`src/rtl/seq_pkg.sv`:
```
// Shared types and default sizing for the serializer slice (seq_serializer and seq_fifo).
package seq_pkg;

   localparam int DEFAULT_DATA_W     = 8;
   localparam int DEFAULT_FIFO_DEPTH = 4;

   typedef enum logic [1:0] {
      IDLE  = 2'd0,
      SHIFT = 2'd1,
      GAP   = 2'd2
   } state_e;

endpackage

```
`src/rtl/seq_fifo.sv`:
```
// Word FIFO feeding the serializer: extra pointer MSB distinguishes full from empty.
module seq_fifo
   import seq_pkg::*;
#(
   parameter int DATA_W     = DEFAULT_DATA_W,
   parameter int FIFO_DEPTH = DEFAULT_FIFO_DEPTH
) (
   input  logic              clock,
   input  logic              reset,
   input  logic              push,
   input  logic [DATA_W-1:0] push_data,
   input  logic              pop,
   output logic [DATA_W-1:0] pop_data,
   output logic              full,
   output logic              empty
);

   localparam int ADDR_W = $clog2(FIFO_DEPTH);
   localparam int PTR_W  = ADDR_W + 1;

   logic [PTR_W-1:0]  wr_ptr_q, wr_ptr_d;
   logic [PTR_W-1:0]  rd_ptr_q, rd_ptr_d;
   logic [DATA_W-1:0] mem_q [FIFO_DEPTH];
   logic              do_push;
   logic              do_pop;

   // Push is refused while full even if a pop happens in the same cycle.
   always_comb begin
      empty    = (wr_ptr_q == rd_ptr_q);
      full     = (wr_ptr_q[PTR_W-1] != rd_ptr_q[PTR_W-1]) &&
                 (wr_ptr_q[ADDR_W-1:0] == rd_ptr_q[ADDR_W-1:0]);
      do_push  = push && !full;
      do_pop   = pop && !empty;
      wr_ptr_d = wr_ptr_q + {{(PTR_W-1){1'b0}}, do_push};
      rd_ptr_d = rd_ptr_q + {{(PTR_W-1){1'b0}}, do_pop};
      pop_data = mem_q[rd_ptr_q[ADDR_W-1:0]];
   end

   always_ff @(posedge clock or posedge reset) begin
      if (reset) begin
         wr_ptr_q <= '0;
         rd_ptr_q <= '0;
      end else begin
         wr_ptr_q <= wr_ptr_d;
         rd_ptr_q <= rd_ptr_d;
      end
   end

   always_ff @(posedge clock) begin
      if (do_push) begin
         mem_q[wr_ptr_q[ADDR_W-1:0]] <= push_data;
      end
   end

endmodule

```
`src/rtl/seq_serializer.sv`:
```
// Buffered MSB-first parallel-to-serial converter with downstream pause.
// Define SEQ_SER_GAP_EN to insert one idle cycle after every word.
module seq_serializer
   import seq_pkg::*;
#(
   parameter int DATA_W     = DEFAULT_DATA_W,
   parameter int FIFO_DEPTH = DEFAULT_FIFO_DEPTH
) (
   input  logic              clock,
   input  logic              reset,
   input  logic [DATA_W-1:0] data_in,
   input  logic              data_valid,
   output logic              data_ready,
   input  logic              pause,
   output logic              seq_out,
   output logic              valid_out,
   output logic              busy
);

   localparam int                CNT_W    = $clog2(DATA_W);
   localparam logic [CNT_W-1:0]  LAST_CNT = CNT_W'(DATA_W - 1);

   state_e            state_q, state_d;
   logic [DATA_W-1:0] sreg_q, sreg_d;
   logic [CNT_W-1:0]  bit_cnt_q, bit_cnt_d;
   logic              fifo_pop;
   logic              fifo_full;
   logic              fifo_empty;
   logic [DATA_W-1:0] fifo_data;
   logic              in_shift;

   seq_fifo #(
      .DATA_W     (DATA_W),
      .FIFO_DEPTH (FIFO_DEPTH)
   ) u_fifo (
      .clock     (clock),
      .reset     (reset),
      .push      (data_valid),
      .push_data (data_in),
      .pop       (fifo_pop),
      .pop_data  (fifo_data),
      .full      (fifo_full),
      .empty     (fifo_empty)
   );

   // The final shift of a word empties sreg, so IDLE is always entered with sreg cleared.
   always_comb begin
      state_d   = state_q;
      sreg_d    = sreg_q;
      bit_cnt_d = bit_cnt_q;
      fifo_pop  = 1'b0;
      case (state_q)
         IDLE: begin
            if (!fifo_empty) begin
               fifo_pop  = 1'b1;
               sreg_d    = fifo_data;
               bit_cnt_d = LAST_CNT;
               state_d   = SHIFT;
            end
         end
         SHIFT: begin
            if (!pause) begin
               sreg_d    = {sreg_q[DATA_W-2:0], 1'b0};
               bit_cnt_d = bit_cnt_q - CNT_W'(1);
               if (bit_cnt_q == '0) begin
                  bit_cnt_d = '0;
`ifdef SEQ_SER_GAP_EN
                  state_d = GAP;
`else
                  if (!fifo_empty) begin
                     fifo_pop  = 1'b1;
                     sreg_d    = fifo_data;
                     bit_cnt_d = LAST_CNT;
                  end else begin
                     state_d = IDLE;
                  end
`endif
               end
            end
         end
`ifdef SEQ_SER_GAP_EN
         GAP: begin
            if (!fifo_empty) begin
               fifo_pop  = 1'b1;
               sreg_d    = fifo_data;
               bit_cnt_d = LAST_CNT;
               state_d   = SHIFT;
            end else begin
               state_d = IDLE;
            end
         end
`endif
         default: state_d = IDLE;
      endcase
   end

   always_ff @(posedge clock or posedge reset) begin
      if (reset) begin
         state_q   <= IDLE;
         sreg_q    <= '0;
         bit_cnt_q <= '0;
      end else begin
         state_q   <= state_d;
         sreg_q    <= sreg_d;
         bit_cnt_q <= bit_cnt_d;
      end
   end

   always_comb begin
      in_shift   = (state_q == SHIFT);
      valid_out  = in_shift && !pause;
      seq_out    = in_shift && sreg_q[DATA_W-1];
      busy       = (state_q != IDLE) || !fifo_empty;
      data_ready = !fifo_full;
   end

endmodule

```
`config.mk`:
```
export PLATFORM = sky130hd
export DESIGN_NAME = seq_serializer
export DESIGN_NICKNAME = d
export VERILOG_FILES = /design/src/rtl/seq_pkg.sv /design/src/rtl/seq_fifo.sv /design/src/rtl/seq_serializer.sv
export SDC_FILE = /design/constraint.sdc
export NUM_CORES = 1
export LEC_CHECK = 0
export CAP_MARGIN = 20
export CORE_UTILIZATION = 30
export CTS_CLUSTER_DIAMETER = 40
export DETAILED_ROUTE_END_ITERATION = 12
export MAX_ROUTING_LAYER = met4
export SYNTH_ARGS = -nofsm -noshare
export SYNTH_HDL_FRONTEND = slang
export SYNTH_SLANG_ARGS = --single-unit
```
`constraint.sdc`:
```
create_clock -name clock -period 5.2 [get_ports clock]
set_clock_uncertainty 0.1 [all_clocks]
set_input_delay 1.56 -clock clock [delete_from_list [all_inputs] [get_ports clock]]
set_output_delay 1.56 -clock clock [all_outputs]
set_load 0.005 [all_outputs]
```
* After elaboration in Yosys (flattened, before gate mapping)
Memory sizes are Yosys's and may differ from the RTL's.
Index checks and enable logic that the tools add are counted.
** Storage, ports and cells
- Bits in writable memories :: 32
- Logic and storage cells :: 53
- Input bits :: 12
- Register bits after elaboration :: 19
- Memories :: 1
- Output and inout port bits :: 4
** Cells by class
- Equality and inequality tests :: 8
- Multiplexer cells :: 21
- Add/subtract/negate cells :: 3
- Reduce and logical (&&, ||, !) cells :: 15
** Memories
- u_fifo.mem_q :: words 4, width 8, read ports 1, clocked after memory_dff 0, write ports 1, line seq_fifo.sv:23 : logic [DATA_W-1:0] mem_q [FIFO_DEPTH];
** Operators by type and width (number)
- 8-bit 2-to-1 mux :: 4
- 8-bit case mux with 2 select lines :: 1
- 3-bit 2-to-1 mux :: 4
- 2-bit 2-to-1 mux :: 4
- 3-bit by 1-bit adder with 3-bit output :: 2
- 2-bit inequality test (second input constant) :: 3
- 3-bit case mux with 2 select lines :: 1
- 1-bit logical AND :: 5
- 1-bit 2-to-1 mux :: 5
- 2-bit case mux with 2 select lines :: 1
- 4-bit AND reduction :: 1
- 2-bit nonzero test :: 2
- 3-bit equality test :: 1
- 1-bit logical NOT :: 3
- 3-bit logical NOT :: 1
- 3-bit AND reduction :: 1
- 3-bit by 1-bit subtractor with 3-bit output (second input constant) :: 1
- 2-bit by 1-bit equality test with 1-bit output (second input constant) :: 1
- 2-bit equality test :: 1
- 2-bit logical NOT :: 1
- 2-bit by 1-bit inequality test with 1-bit output (second input constant) :: 1
- 1-bit case mux with 2 select lines :: 1
- 1-bit logical OR :: 1
- 1-bit inequality test :: 1

* Depth between registers and ports, before layout
Gate-level depths: netlist of the first run.
- Depth in word-level cells :: 7
- Mapped depth :: 9
- Depth with buffers taken out :: 9

* Modules after synthesis
From an unflattened synthesis of the first run, not the netlist that was laid out.
** Second synthesis, totals
- Cell total of the unflattened synthesis :: 150
- Area, all modules :: 2265.9 um2
** Modules (own cells, without submodules)
- seq_fifo :: times used 1, cells an instance 74, area an instance 1542.7 um2, seq. area each 1111.1 um2
- seq_serializer :: times used 1, cells an instance 76, area an instance 723.2 um2, seq. area each 300.3 um2

* Worst setup path before layout of the first run
No wires, ideal clock.
- Kind :: input port to output port
- From :: input pause
- To :: output valid_out
- Setup slack :: 1.885 ns
- Stages :: 1
- Path buffers :: 0
- Arrival :: 1.655 ns
- Path through :: nor2_1
** On the way
- Word-level cells in the longest chain between the ends :: 2
** Ends and longest elaborated chain
- start, declared :: line seq_serializer.sv:14 : input logic pause,
- 1-bit logical NOT :: line seq_serializer.sv:111 : valid_out = in_shift && !pause;
- 1-bit logical AND :: line seq_serializer.sv:111
- end, declared :: line seq_serializer.sv:16 : output logic valid_out,
No other way between the ends.

* Worst setup path in the final report of the first run
Ends and elaborated chain as after synthesis.

==> results of run 1 <==
==> synthesized netlist by cell type <==
library cell | instances | share of area (%)
and2_1 | 2 | 0.58
o21a_1 | 1 | 0.35
inv_2 | 2 | 0.35
a31oi_1 | 6 | 1.7
xnor2_1 | 1 | 0.41
o21ai_1 | 2 | 0.46
nand3_1 | 9 | 2.1
dfrtp_1 | 18 | 21
a22o_1 | 1 | 0.41
ha_1 | 6 | 3.5
edfxtp_1 | 32 | 45
buf_2 | 1 | 0.23
o21ai_0 | 7 | 1.6
nand2b_1 | 1 | 0.29
xor2_1 | 3 | 1.2
inv_1 | 7 | 1.2
a31o_2 | 1 | 0.41
a21boi_1 | 1 | 0.35
o211ai_1 | 1 | 0.35
xnor2_4 | 2 | 2.6
buf_4 | 1 | 0.35
nor3b_1 | 2 | 0.70
a31oi_2 | 1 | 0.58
and3_1 | 1 | 0.29
nor2_1 | 9 | 1.6
a2111o_1 | 1 | 0.52
o22ai_1 | 1 | 0.29
nand2_1 | 7 | 1.2
o22a_1 | 1 | 0.41
mux4_2 | 8 | 8.4
clkbuf_1 | 1 | 0.17
a41oi_2 | 1 | 0.75
nor3_1 | 1 | 0.23
buf_6 | 2 | 1.0
==> cells in the final DEF (no fill, tap or decap), types with 2 or more instances in the layout <==
master	instances
xor2_1	3
clkbuf_8	5
dfrtp_1	18
nand3_1	9
clkdlybuf4s50_1	15
buf_4	3
xnor2_4	2
ha_1	6
nor3b_1	2
inv_1	7
mux4_2	8
edfxtp_1	32
nand2_1	7
inv_2	2
and2_1	2
o21ai_1	2
o21ai_0	7
a31oi_1	6
nor2_1	9
==> power by group through the flow <==
stage / logic (mW) / registers [mW] / clock network, mW
finish: 0.438 / 0.654 / 0.238
global route: 0.488 / 0.675 / 0.266
CTS: 0.447 / 0.659 / 0.251
detailed placement: 0.444 / 0.668 / 0
global placement: 0.440 / 0.662 / 0
floorplan: 0.387 / 0.610 / 0
==> sequential cells by signal, indices dropped and copies added (netlist names) <==
signal,flops
u_fifo.wr_ptr_q,3
state_q,1
bit_cnt_q,3
sreg_q,8
u_fifo.mem_q,32
u_fifo.rd_ptr_q,3
==> per-stage QoR <==
stage | total power, mW | area (um^2) | util (%)
after CTS | 1.36 | 2510 | 36.5
after floorplan | 0.997 | 2160 | -
after detailed placement | 1.11 | 2410 | 35.1
final | 1.33 | 2510 | 36.5
after global routing | 1.43 | 2510 | 36.5
after global placement | 1.10 | 2410 | 35.1
==> layout make-up <==
cell class | count | area [um^2] | area share [%]
tap | 96 | 120 | 4.79
inverter | 9 | 33.8 | 1.35
multi-input combinational | 77 | 673 | 26.8
sequential | 50 | 1410 | 56.3
timing repair buffer | 18 | 173 | 6.88
clock buffer | 5 | 68.8 | 2.74
clock inverter | 3 | 28.8 | 1.15
==> worst register-to-register path, cell delays in order, from the launching register on <==
cell	delay, ns
dfrtp_1	0.80
xnor2_4	0.18
a41oi_2	0.71
o21ai_1	0.16
o22a_1	0.19
==> final timing paths <==
check                      slack, ns                      endpoint
min                             0.42      bit_cnt_q[1]$_DFFE_PP0P_
min in group asynchronous       1.55  u_fifo.rd_ptr_q[2]$_DFF_PP0_
max                             0.93                     valid_out
min reg2reg                     0.42      bit_cnt_q[1]$_DFFE_PP0P_
max reg2reg                     2.95         sreg_q[7]$_DFFE_PP0P_
max in group asynchronous       3.01         sreg_q[3]$_DFFE_PP0P_
==> kinds of logic (layout without fill, tap and decap cells) <==
| kind of cell | Yosys count | count (layout) | synth area share [%] |
|---|---|---|---|
| flops | 50 | 50 | 65.4 |
| simple gates | 32 | 32 | 6.96 |
| compound gates | 25 | 25 | 8.24 |
| buf+inv | 14 | 35 | 3.36 |
| mux | 8 | 8 | 8.35 |
| fa+ha+maj | 6 | 6 | 3.48 |
| xor+xnor | 6 | 6 | 4.18 |
==> per-layer routing <==
layer | wire length (um) | track usage, %
met5 | 0 | -
met4 | 57 | 5.00
met3 | 103 | 2.57
met2 | 1770 | 17.2
met1 | 1640 | 14.0
==> flow_summary.toml, run 1 <==
[outcome]
outcome = "complete, no violations"

[min_path]
hold_path.class = "register to register"
holdPathStages = 1
hp-start = "bit_cnt_q[1]$_DFFE_PP0P_"

[sta]
slew_headroom_pct = 45.4
setup_viol = 0
hold_viol_final = 0
finalCritPeriodShare_pct = 82.2
layout_min_cycle_time_ns = 4.27
fmax_mhz = 234
fin_ws_ns = 0.926
hold_slack_ns = 0.418
tightest_slew_ns = 0.819
rsz0062_at_grt = "false"
setup_tns_ns = 0
drv_slew = 0

[power]
peakVddDrop_v = 0.000146
p_seq_share_pct = 49.2
swShare_pct = 33.6
p_comb_share_pct = 32.9
cellLeakagePower_nw = 0.928
powerDensity_nw_per_um2 = 530
p_clk_share_pct = 17.9
p_switching_uw = 447
internal_power_uw = 884

[synthesis]
syn-instance-count = 141
ys_types = 34
yosys_register_bits = 50
yosysWarnings = 0
synthesis.nets = 159
ys_seq_area_share_pct = 65.4
syn_area_um2 = 2160
postSynthAreaPerCell_um2 = 15.3

[global_route]
overflow = 0
grt_max_degree = 21
grt_util_all_layers_pct = 11.2
grt_first_pass_wirelength_um = 5970
grt_pass1_vias = 1146
antenna_found_initial = 0

[clock_network]
clk_latency_ns = 0.30
clkTransAtPathRegs_ns = 0.10
clock_sinks = 50
cts_tree = "built"
htreeDepth = 2
cts_resized = 0
root_buffer = "clkbuf_8"
clk_path_buf_depth = 2
cts_buffers = 5
cts.hold.buffers_added = 0
post_cts_buffers = 0

[finish]
nFillCells = 664
final_cells = 258
fin_nets = 179
area_growth_pct = 16.3
num_antenna_cells = 0
drive_above_1_share_pct = 16.0

[floorplanning]
io_pins = 16
die_y_um = 86.8
die_w_um = 86.8
start_util_pct = 31.4
num_rows = 30
die_area_um2 = 7530
core_area_um2 = 6870

[run]
maxCapViolCount = 0

[worst_setup_path]
end_kind = "output port"
crit_arrival_ns = 2.61
r2r-start = "u_fifo.rd_ptr_q[0]$_DFF_PP0_"
max_stage_delay_ns = 0.50
crit_chain = "clkdlybuf4s50_1 -> nor2_1 -> clkdlybuf4s50_1"
path_common_cell = "clkdlybuf4s50_1"
worstPathRequired_ns = 3.54
cp_top_family = "buffers and inverters"
crit_slowest_cell = "clkdlybuf4s50_1"
criticalPathCategory = "primary input to output port"
start_kind = "primary input"
startpoint = "pause"
path_depth = 3
critPathMaxFanout = 4
ff2ff_path_depth = 4
critPathBufInv = 2

[routing]
drt-total-wl_um = 3570
route.vias.total = 1159
drt-initial-drc-count = 55
wl_per_cell_um = 13.8
vias_per_cell = 4.49
route.detailed.drc = 0
first_pass_iters = 4
ant_nets = 0

[placed_design]
pre_cts_ws_ns = 0.922
io_buffers = 15
dp_cells = 250
gp_congestion = 0.738
dp_hpwl_um = 2370
(Power assumes the default switching activity.)
==> run 2, diff against run 1 <==
clock period = 4.4 ns   (was 5.2 ns; I/O delays follow)
==> run 2 against run 1 <==
Wire length is 1.8% lower. Setup slack worse by 0.33 ns. Via count up 0.35%. Global-route usage down 0.13 points. Clock-buffer cell count stayed put.
==> flow_summary.toml, run 2 (synthesized netlist as in run 1, its figures left out) <==
[outcome]
outcome = "complete, no violations"

[routing]
drt-total-wl_um = 3510
route.vias.total = 1163
vias_per_cell = 4.51
route.detailed.drc = 0
drt-initial-drc-count = 34
wl_per_cell_um = 13.6
first_pass_iters = 4
ant_nets = 0

[sta]
setup_viol = 0
layout_min_cycle_time_ns = 3.80
setup_tns_ns = 0
tightest_slew_ns = 0.877
drv_slew = 0
fmax_mhz = 263
hold_viol_final = 0
finalCritPeriodShare_pct = 86.4
rsz0062_at_grt = "false"
slew_headroom_pct = 41.6
hold_slack_ns = 0.402

[power]
cellLeakagePower_nw = 0.928
peakVddDrop_v = 0.000309
p_clk_share_pct = 18.0
internal_power_mw = 1.04
p_seq_share_pct = 48.9
swShare_pct = 33.9
p_comb_share_pct = 33.0
p_switching_uw = 534
finalPower_mw = 1.58
powerDensity_nw_per_um2 = 629

[finish]
final_cell_mix = "edfxtp_1 (32), dfrtp_1 (18), clkdlybuf4s50_1 (15)"
fin_nets = 179
num_antenna_cells = 0
nFillCells = 645
area_growth_pct = 16.3
drive_above_1_share_pct = 16.0
multi_input_area_um2 = 673
final_common_cell = "edfxtp_1"
largest_reg_flops = 32
regArea_um2 = 1410

[global_route]
grt_pass1_vias = 1175
grt_first_pass_wirelength_um = 5870
grt_max_degree = 21
antenna_found_initial = 0
overflow = 0
grt_util_all_layers_pct = 11.0

[floorplanning]
start_util_pct = 31.4
num_rows = 30
core_area_um2 = 6870
die_y_um = 86.8
die_area_um2 = 7530
io_pins = 16
die_w_um = 86.8

[placed_design]
gp_congestion = 0.707
io_buffers = 15
dp_hpwl_um = 2310

[run]
maxCapViolCount = 0

[worst_setup_path]
critPathMaxFanout = 4
path_common_cell = "clkdlybuf4s50_1"
start_kind = "primary input"
critPathBufInv = 2
criticalPathCategory = "primary input to output port"
cp_top_family = "buffers and inverters"
max_stage_delay_ns = 0.50
crit_slowest_cell = "clkdlybuf4s50_1"
crit_arrival_ns = 2.38
end_kind = "output port"
worstPathRequired_ns = 2.98
crit_chain = "clkdlybuf4s50_1 -> nor2_1 -> clkdlybuf4s50_1"
path_depth = 3
ff2ff_path_depth = 4

[clock_network]
cts_resized = 0
cts_tree = "built"
clk_latency_ns = 0.31
root_buffer = "clkbuf_8"
clkTransAtPathRegs_ns = 0.10
htreeDepth = 2
cts_buffers = 5
cts.hold.buffers_added = 0
clock_sinks = 50
post_cts_buffers = 0
clk_path_buf_depth = 2

[min_path]
hold_path.class = "register to register"
holdPathStages = 1
## run 2: cell type report
class,count,area share [%]
timing repair buffer,18,6.88
sequential,50,56.3
multi-input combinational,77,26.8
clock buffer,5,2.74
tap,96,4.79
clock inverter,3,1.15
inverter,9,1.35
## run 2: final timing paths
kind | start | to | slack (ns)
min in group asynchronous | reset | sreg_q[1]$_DFFE_PP0P_ | 1.31
setup reg to reg | u_fifo.rd_ptr_q[0]$_DFF_PP0_ | sreg_q[7]$_DFFE_PP0P_ | 2.10
setup / recovery | pause | valid_out | 0.60
hold / removal | bit_cnt_q[1]$_DFFE_PP0P_ | bit_cnt_q[1]$_DFFE_PP0P_ | 0.40
hold reg to reg | bit_cnt_q[1]$_DFFE_PP0P_ | bit_cnt_q[1]$_DFFE_PP0P_ | 0.40
max in group asynchronous | reset | u_fifo.wr_ptr_q[1]$_DFF_PP0_ | 2.45
## run 2: power groups by stage
| stage | clock network, mW | logic, mW | registers (mW) |
|---|---|---|---|
| 2_1_floorplan | 0 | 0.457 | 0.721 |
| 3_3_place_gp | 0 | 0.518 | 0.783 |
| 3_5_place_dp | 0 | 0.528 | 0.787 |
| 4_1_cts | 0.294 | 0.531 | 0.776 |
| 5_1_grt | 0.311 | 0.577 | 0.795 |
| 6_report | 0.284 | 0.521 | 0.772 |
## run 2: through the flow
stage          utilization, %  std cells  setup slack, ns  cell area [um^2]
3_3_place_gp             35.1        250            0.619              2410
2_1_floorplan               -        141             1.56              2160
3_5_place_dp             35.1        250            0.597              2410
6_report                 36.5        258            0.599              2510
5_1_grt                  36.5        258            0.537              2510
4_1_cts                  36.5        258            0.593              2510
## run 2: layer usage
metal / wire, um / global-route usage [%] / vias to the layer above / part of all wire [%]
met5: 0 / - / - / 0
met4: 71 / 5.45 / 0 / 2.0
met3: 127 / 2.86 / 7 / 3.6
met2: 1620 / 16.4 / 22 / 46
met1: 1690 / 14.0 / 566 / 48
li1: - / - / 568 / -
==> run 3, diff against run 2 <==
--- a/config.mk
+++ b/config.mk
@@ -11,4 +11,5 @@
 export DETAILED_ROUTE_END_ITERATION = 12
 export MAX_ROUTING_LAYER = met4
+export REMOVE_ABC_BUFFERS = 1
 export SYNTH_ARGS = -nofsm -noshare
 export SYNTH_HDL_FRONTEND = slang
--- a/constraint.sdc
+++ b/constraint.sdc
@@ -3,3 +3,3 @@
 set_input_delay 1.32 -clock clock [delete_from_list [all_inputs] [get_ports clock]]
 set_output_delay 1.32 -clock clock [all_outputs]
-set_load 0.005 [all_outputs]
+set_load 0.05 [all_outputs]
==> run 3 against run 2 <==
Final cell count is 0.39% higher. Total power is 5.6% higher. Setup slack better by 0.15 ns. Sequential share of layout area is 0.42 points lower. Sequential power is 2.6% lower. Flip-flop and latch count stayed put. Register-to-register slack better by 0.15 ns. Global-route usage is 0.29 points higher. Wire length is 2.2% higher.
==> flow_summary.toml, run 3 (synthesized netlist as in run 1, its figures left out) <==
[outcome]
outcome = "complete, no violations"

[placed_design]
dp_hpwl_um = 2370
io_buffers = 15
gp_congestion = 0.732

[run]
maxCapViolCount = 0

[clock_network]
root_buffer = "clkbuf_8"
htreeDepth = 2
cts.hold.buffers_added = 0
cts_buffers = 5
cts_resized = 0
clkTransAtPathRegs_ns = 0.09
clk_path_buf_depth = 2
clk_latency_ns = 0.31
post_cts_buffers = 0
cts_tree = "built"
clock_sinks = 50

[sta]
finalCritPeriodShare_pct = 83.0
setup_tns_ns = 0
hold_slack_ns = 0.409
rsz0062_at_grt = "false"
setup_viol = 0
drv_slew = 0
fmax_mhz = 274
layout_min_cycle_time_ns = 3.65
slew_headroom_pct = 44.4
hold_viol_final = 0
tightest_slew_ns = 0.833

[routing]
drt-initial-drc-count = 74
drt-total-wl_um = 3580
vias_per_cell = 4.43
ant_nets = 0
first_pass_iters = 4
wl_per_cell_um = 13.8
route.detailed.drc = 0
route.vias.total = 1148

[min_path]
hp-start = "bit_cnt_q[1]$_DFFE_PP0P_"
holdPathStages = 1
hold_path.class = "register to register"
worstHoldEndpoint = "bit_cnt_q[1]$_DFFE_PP0P_"

[worst_setup_path]
r2r-start = "u_fifo.rd_ptr_q[1]$_DFF_PP0_"
ff2ff_path_depth = 4
criticalPathCategory = "register to output port"
max_stage_delay_ns = 0.71
crit_arrival_ns = 2.23
end_kind = "output port"
critPathMaxFanout = 10
path_common_cell = "nand2_1"
rr_endpoint = "sreg_q[7]$_DFFE_PP0P_"
crit_chain = "xnor2_4 -> nand2_1 -> nor2_1 -> nand2_1 -> clkdlybuf4s50_1"
start_kind = "register"
timing.reg2reg.setup_slack_ns = 2.25
worstPathRequired_ns = 2.98
crit_slowest_cell = "dfrtp_1"

[global_route]
grt_max_degree = 21
grt_util_all_layers_pct = 11.3
grt_pass1_vias = 1153
grt_first_pass_wirelength_um = 5960
antenna_found_initial = 0
overflow = 0

[power]
peakVddDrop_v = 0.000224
powerDensity_nw_per_um2 = 659
cellLeakagePower_nw = 0.939

[finish]
fin_nets = 180
final_cell_mix = "edfxtp_1 (32), dfrtp_1 (18), clkdlybuf4s50_1 (14)"
drive_above_1_share_pct = 16.6
final_common_cell = "edfxtp_1"
largest_reg_flops = 32
num_antenna_cells = 0
area_growth_pct = 17.2

[floorplanning]
num_rows = 30
start_util_pct = 31.4
core_area_um2 = 6870
io_pins = 16
die_w_um = 86.8
die_area_um2 = 7530
die_y_um = 86.8
==> run 3: cell types whose count changed in the layout (fill, tap and decap cells not counted), sizes merged <==
| cell | change |
|---|---|
| clkinv | -1 |
| bufinv | +1 |
| clkdlybuf4s50 | -1 |
| buf | +2 |
==> run 3: per-stage QoR <==
step | instances | power [mW] | setup WS (ns) | utilization [%] | area, um^2
3_5_place_dp | 251 | 1.37 | 0.891 | 35.2 | 2420
6_report | 259 | 1.67 | 0.748 | 36.8 | 2530
3_3_place_gp | 251 | 1.35 | 0.907 | 35.2 | 2420
4_1_cts | 259 | 1.69 | 0.706 | 36.8 | 2530
2_1_floorplan | 136 | 1.19 | 1.02 | - | 2120
5_1_grt | 259 | 1.79 | 0.574 | 36.8 | 2530
==> run 3: how the worst max path moves through the flow <==
stage / startpoint / end / slack (ns) / depth (start not counted)
5_1_grt: u_fifo.rd_ptr_q[1]$_DFF_PP0_ / busy / 0.57 / 5
2_1_floorplan: pause / valid_out / 1.02 / 1
6_report: u_fifo.rd_ptr_q[1]$_DFF_PP0_ / busy / 0.75 / 5
4_1_cts: u_fifo.rd_ptr_q[1]$_DFF_PP0_ / busy / 0.71 / 5
3_3_place_gp: pause / valid_out / 0.91 / 3
3_5_place_dp: pause / valid_out / 0.89 / 3
==> run 3: cell type report <==
type                            count  area (um^2)
Tap cell                           96          120
Fill cell                         671         4340
Clock buffer                        5         68.8
Timing Repair Buffer               19          178
Sequential cell                    50         1410
Inverter                            9         33.8
Multi-Input combinational cell     77          673
Clock inverter                      3         42.5
==> run 3: critical path: cells and delay by family, from the launching register on <==
| family | cells | cell delay [ns] |
|---|---|---|
| xor gates and xnor gates | 1 | 0.21 |
| buffers and inverters | 1 | 0.70 |
| DFF | 1 | 0.71 |
| and+or+nand+nor | 3 | 0.31 |
==> run 3: power breakdown <==
group | internal, mW | leakage (nW) | switching (mW)
combinational | 0.283 | 0.383 | 0.306
clock | 0.170 | 0.0562 | 0.155
sequential | 0.649 | 0.500 | 0.103
total | 1.10 | 0.939 | 0.564
==> run 3: routing by layer <==
layer	track usage [%]	share of wire (%)	vias up
li1	-	-	570
met1	14.9	49	549
met2	16.3	45	23
met3	2.86	3.8	6
met4	5.45	1.6	0
met5	-	0	-
